**src/rtl/volume_key_pulser.sv**
```systemverilog
// volume_key_pulser: debounced up/down push-buttons to one-cycle pulses; auto-repeat enabled by VOLUME_KEY_AUTO_REPEAT_EN
module volume_key_pulser #(
  parameter int DEBOUNCE_CYCLES = 16,
  parameter int REPEAT_DELAY    = 5000000,
  parameter int REPEAT_PERIOD   = 1000000
) (
  input  logic clk,
  input  logic reset,
  input  logic btn_up,
  input  logic btn_down,
  output logic up,
  output logic down,
  output logic held
);
  localparam int CW = $clog2(DEBOUNCE_CYCLES);
  localparam logic [CW-1:0] CNT_LAST = CW'(DEBOUNCE_CYCLES - 1);
  localparam logic [1:0] IDLE = 2'd0;
  localparam logic [1:0] HOLD = 2'd1;
`ifdef VOLUME_KEY_AUTO_REPEAT_EN
  localparam logic [1:0] REPEAT = 2'd2;
  localparam int TMAX = REPEAT_DELAY > REPEAT_PERIOD ? REPEAT_DELAY : REPEAT_PERIOD;
  localparam int TW = $clog2(TMAX + 1);
  localparam logic [TW-1:0] T_DELAY = TW'(REPEAT_DELAY - 1);
  localparam logic [TW-1:0] T_PERIOD = TW'(REPEAT_PERIOD - 1);
  logic [TW-1:0] timer;
`endif
  logic [1:0] raw, meta, sync, db;
  logic [CW-1:0] cnt [2];
  logic [1:0] state;
  logic lat_up, key_up, key_dn, lost;
  assign raw = {btn_up, btn_down};
  assign key_up = db[1] & ~db[0];
  assign key_dn = db[0] & ~db[1];
  assign lost = lat_up ? ~key_up : ~key_dn;
  // two-flop synchroniser per button
  always_ff @(posedge clk or posedge reset) begin
    if (reset) begin
      meta <= '0;
      sync <= '0;
    end else begin
      meta <= raw;
      sync <= meta;
    end
  end
  // accept a new level only after DEBOUNCE_CYCLES consecutive differing samples
  always_ff @(posedge clk or posedge reset) begin
    if (reset) begin
      db <= '0;
      for (int i = 0; i < 2; i++) cnt[i] <= '0;
    end else begin
      for (int i = 0; i < 2; i++) begin
        if (sync[i] == db[i]) cnt[i] <= '0;
        else if (cnt[i] == CNT_LAST) begin
          db[i] <= sync[i];
          cnt[i] <= '0;
        end else cnt[i] <= cnt[i] + 1'b1;
      end
    end
  end
`ifndef VOLUME_KEY_AUTO_REPEAT_EN
  assign held = 1'b0;
`endif
  // press-to-pulse FSM; a key change while holding returns to IDLE without a pulse
  always_ff @(posedge clk or posedge reset) begin
    if (reset) begin
      state <= IDLE;
      lat_up <= 1'b0;
      up <= 1'b0;
      down <= 1'b0;
`ifdef VOLUME_KEY_AUTO_REPEAT_EN
      held <= 1'b0;
      timer <= '0;
`endif
    end else begin
      up <= 1'b0;
      down <= 1'b0;
      if (state == IDLE) begin
        if (key_up | key_dn) begin
          up <= key_up;
          down <= key_dn;
          lat_up <= key_up;
          state <= HOLD;
`ifdef VOLUME_KEY_AUTO_REPEAT_EN
          timer <= T_DELAY;
`endif
        end
      end else if (lost) begin
        state <= IDLE;
`ifdef VOLUME_KEY_AUTO_REPEAT_EN
        held <= 1'b0;
      end else if (timer == '0) begin
        up <= lat_up;
        down <= ~lat_up;
        held <= 1'b1;
        timer <= T_PERIOD;
        state <= REPEAT;
      end else begin
        timer <= timer - 1'b1;
`endif
      end
    end
  end
endmodule

```
**config.mk**
```make
export PLATFORM = sky130hd
export DESIGN_NAME = volume_key_pulser
export DESIGN_NICKNAME = d
export VERILOG_FILES = /design/src/rtl/volume_key_pulser.sv
export SDC_FILE = /design/constraint.sdc
export NUM_CORES = 1
export LEC_CHECK = 0
export CAP_MARGIN = 20
export CELL_PAD_IN_SITES_DETAIL_PLACEMENT = 2
export CELL_PAD_IN_SITES_GLOBAL_PLACEMENT = 2
export CORE_ASPECT_RATIO = 0.75
export CORE_MARGIN = 1
export CORE_UTILIZATION = 40
export DETAILED_ROUTE_END_ITERATION = 10
export PLACE_DENSITY_LB_ADDON = 0.1
export SLEW_MARGIN = 20
export SYNTH_ARGS = -nofsm -noshare
export SYNTH_HDL_FRONTEND = slang
export SYNTH_SLANG_ARGS = --single-unit
```
**constraint.sdc**
```tcl
create_clock -name clk -period 2.4 [get_ports clk]
set_input_delay 0.72 -clock clk [delete_from_list [all_inputs] [get_ports clk]]
set_output_delay 0.72 -clock clk [all_outputs]
set_load 0.05 [all_outputs]
```
==> results.yml <==
outcome:
  status: "completed"
finish:
  drive_gt1_share_pct: 13.1
  area_growth_pct: 14.5
  n_fill_cell: 154
  antenna_cells: 0
  instances_no_fill: 82
  nets: 70
run:
  drv_cap: 0
clock_tree:
  clock_path_buffers: 2
  hold_buffers: 0
  cts_buffers: 3
  post-cts-setup-buffer-count: 0
  cts_tree: "built"
  clkTransAtPathRegs_ns: 0.09
  cts-root-buf: "clkbuf_4"
  clkLatencyLatePin_ns: 0.29
  cts_resized: 0
  clock-sinks: 18
  cts_max_level: 1
sta:
  finalSetupViolCount: 0
  worst_slew_pin_slew_ns: 0.661
  finalClockSkew_ns: 0.00101
  fmax_mhz: 466
  fin_crit_ns: 2.15
  setup_tns_ns: 0
  slew_viol_final: 0
  slew_headroom_pct: 55.9
  post-route-period-util_pct: 89.4
  hold_violations: 0
  grt_setup_unrepaired: "false"
die:
  io_pins: 7
  start_util_pct: 45.9
  core-area_um2: 1580
  row_count: 12
  dieArea_um2: 1980
  die_h_um: 38.8
  die_x_um: 51.1
logic_synthesis:
  synth_area_um2: 723
  yosys_warnings: 0
  avgSynthCellArea_um2: 13.6
  synth-seq-cells: 18
  synthCells: 53
  synth_nets: 61
  synth_cell_types: 15
  seq_area_frac_synth_pct: 62.3
grt:
  grt_usage_pct: 16.2
  grt_pass1_wl_um: 2120
  antenna_found_initial: 0
  grt_max_degree: 19
  grt_pass1_vias: 454
  overflow: 0
placement:
  dp_cells: 78
  dp_hpwl_um: 928
  place.gp.congestion: 0.740
  port_buffers: 5
drt:
  drt.antenna.violating_nets: 0
  met1Wirelength_um: 555
  vias_per_cell: 5.00
  drt_iter0_markers: 5
  wl_met3_um: 49
  vias: 410
  firstDrtPassIters: 4
  dr_wl_met2_um: 581
  top_layer: "met4"
  wl_per_cell_um: 14.7
  wl_um: 1200
  drc: 0
worst_setup_path:
  crit_path_end_kind: "output port"
  worstPathRequired_ns: 1.68
  max_stage_delay_ns: 0.80
  critPathArrivalTime_ns: 1.43
  cpMaxStageDelayCell: "clkdlybuf4s50_1"
  critPathBufInv: 1
  start_kind: "register"
  worstSetupPathType: "reg2out"
  cp_top_family: "buffers and inverters"
  crit_chain: "clkdlybuf4s50_1"
  cp_max_fo: 1
hold_path:
  hold_path_class: "reg2reg"
power_and_ir_drop:
  vdd_drop_max_mv: 0.421
  power_w: 0.000542
  p_leak_nw: 0.390
  p_per_area_nw_per_um2: 654
[area by class of cell]
cell class                      instances  area, um^2  area share, %
Tap cell                               21        26.3           3.17
Multi-Input combinational cell         31         254           30.7
Sequential cell                        18         450           54.4
Inverter                                3        11.3           1.36
Clock buffer                            4        36.3           4.38
Timing Repair Buffer                    5        50.0           6.04
[worst register-to-register path: stages (launching register included)]
cell and delay (ns):
dfrtp_1 0.41, inv_1 0.06, ha_1 0.32, nor2_1 0.11
mux2_2 0.35
[cells in the mapped netlist]
cell type  instances  area share, %
nand3_1            2            1.4
nor2_1             3            1.6
a31oi_1            2            1.7
inv_1              3            1.6
mux2i_1            2            2.8
ha_1               4            6.9
a311oi_1           4            4.8
dfrtp_1           18             62
mux2_2             3            4.7
and2b_2            1            1.2
a21o_1             2            2.1
xnor2_1            4            4.8
nor2b_1            3            2.6
conb_1             1           0.52
buf_4              1            1.0
[flip-flops by register name, summed over array words and instances (netlist names)]
signal and cells:
cnt 8, db 2, meta 2, sync 2, down 1, lat_up 1, state 1, up 1
[through the flow]
stage	instance area (um^2)	hold WS, ns	worst slack [ns]	utilization (%)
final	828	0.363	0.255	52.5
after global routing	828	0.376	0.201	52.5
after CTS	828	0.372	0.233	52.5
after detailed placement	792	0.348	0.570	50.2
after global placement	792	0.335	0.588	50.2
after floorplan	723	0.331	1.09	-
[logic make-up after synthesis]
kind of cell / count (synthesis) / synth area share, %
AO/OA/AOI/OAI: 8 / 8.65
multiplexers: 5 / 7.44
other: 1 / 0.519
flip-flops: 18 / 62.3
buffers and inverters: 4 / 2.60
XOR/XNOR: 4 / 4.84
adder cells (fa/ha/maj): 4 / 6.92
AND/OR/NAND/NOR: 9 / 6.75
[layout by cell type (no fill, tap or decap), drive strengths merged, types with 2 or more instances in the layout]
master and n:
mux2i 2, dfrtp 18, inv 3, nor2 3
mux2 3, nor2b 3, a31oi 2, clkdlybuf4s50 5
a21o 2, a311oi 4, clkbuf 4, xnor2 4
nand3 2, ha 4
[per-layer routing]
layer,track usage [%],up-vias
li1,-,197
met1,18.0,202
met2,27.6,9
met3,7.06,2
met4,6.25,0
met5,0,-
[path summary, 6_finish.rpt]
kind	start	depth (start not counted)	to	slack, ns
min	meta[1]	0	sync[1]	0.36
max reg2reg	db[0]	4	lat_up	1.04
min in group asynchronous	reset	2	cnt[3]	0.81
min reg2reg	meta[1]	0	sync[1]	0.36
max	up	1	up	0.25
max in group asynchronous	reset	2	state[0]	1.17
[where the power goes]
group          switching, W  internal [W]  total (W)
Combinational     0.0000193     0.0000165  0.0000358
Sequential        0.0000107      0.000315   0.000325
Clock             0.0000883     0.0000925   0.000181
Total              0.000118      0.000424   0.000542
Power figures use the tool's default switching activity.
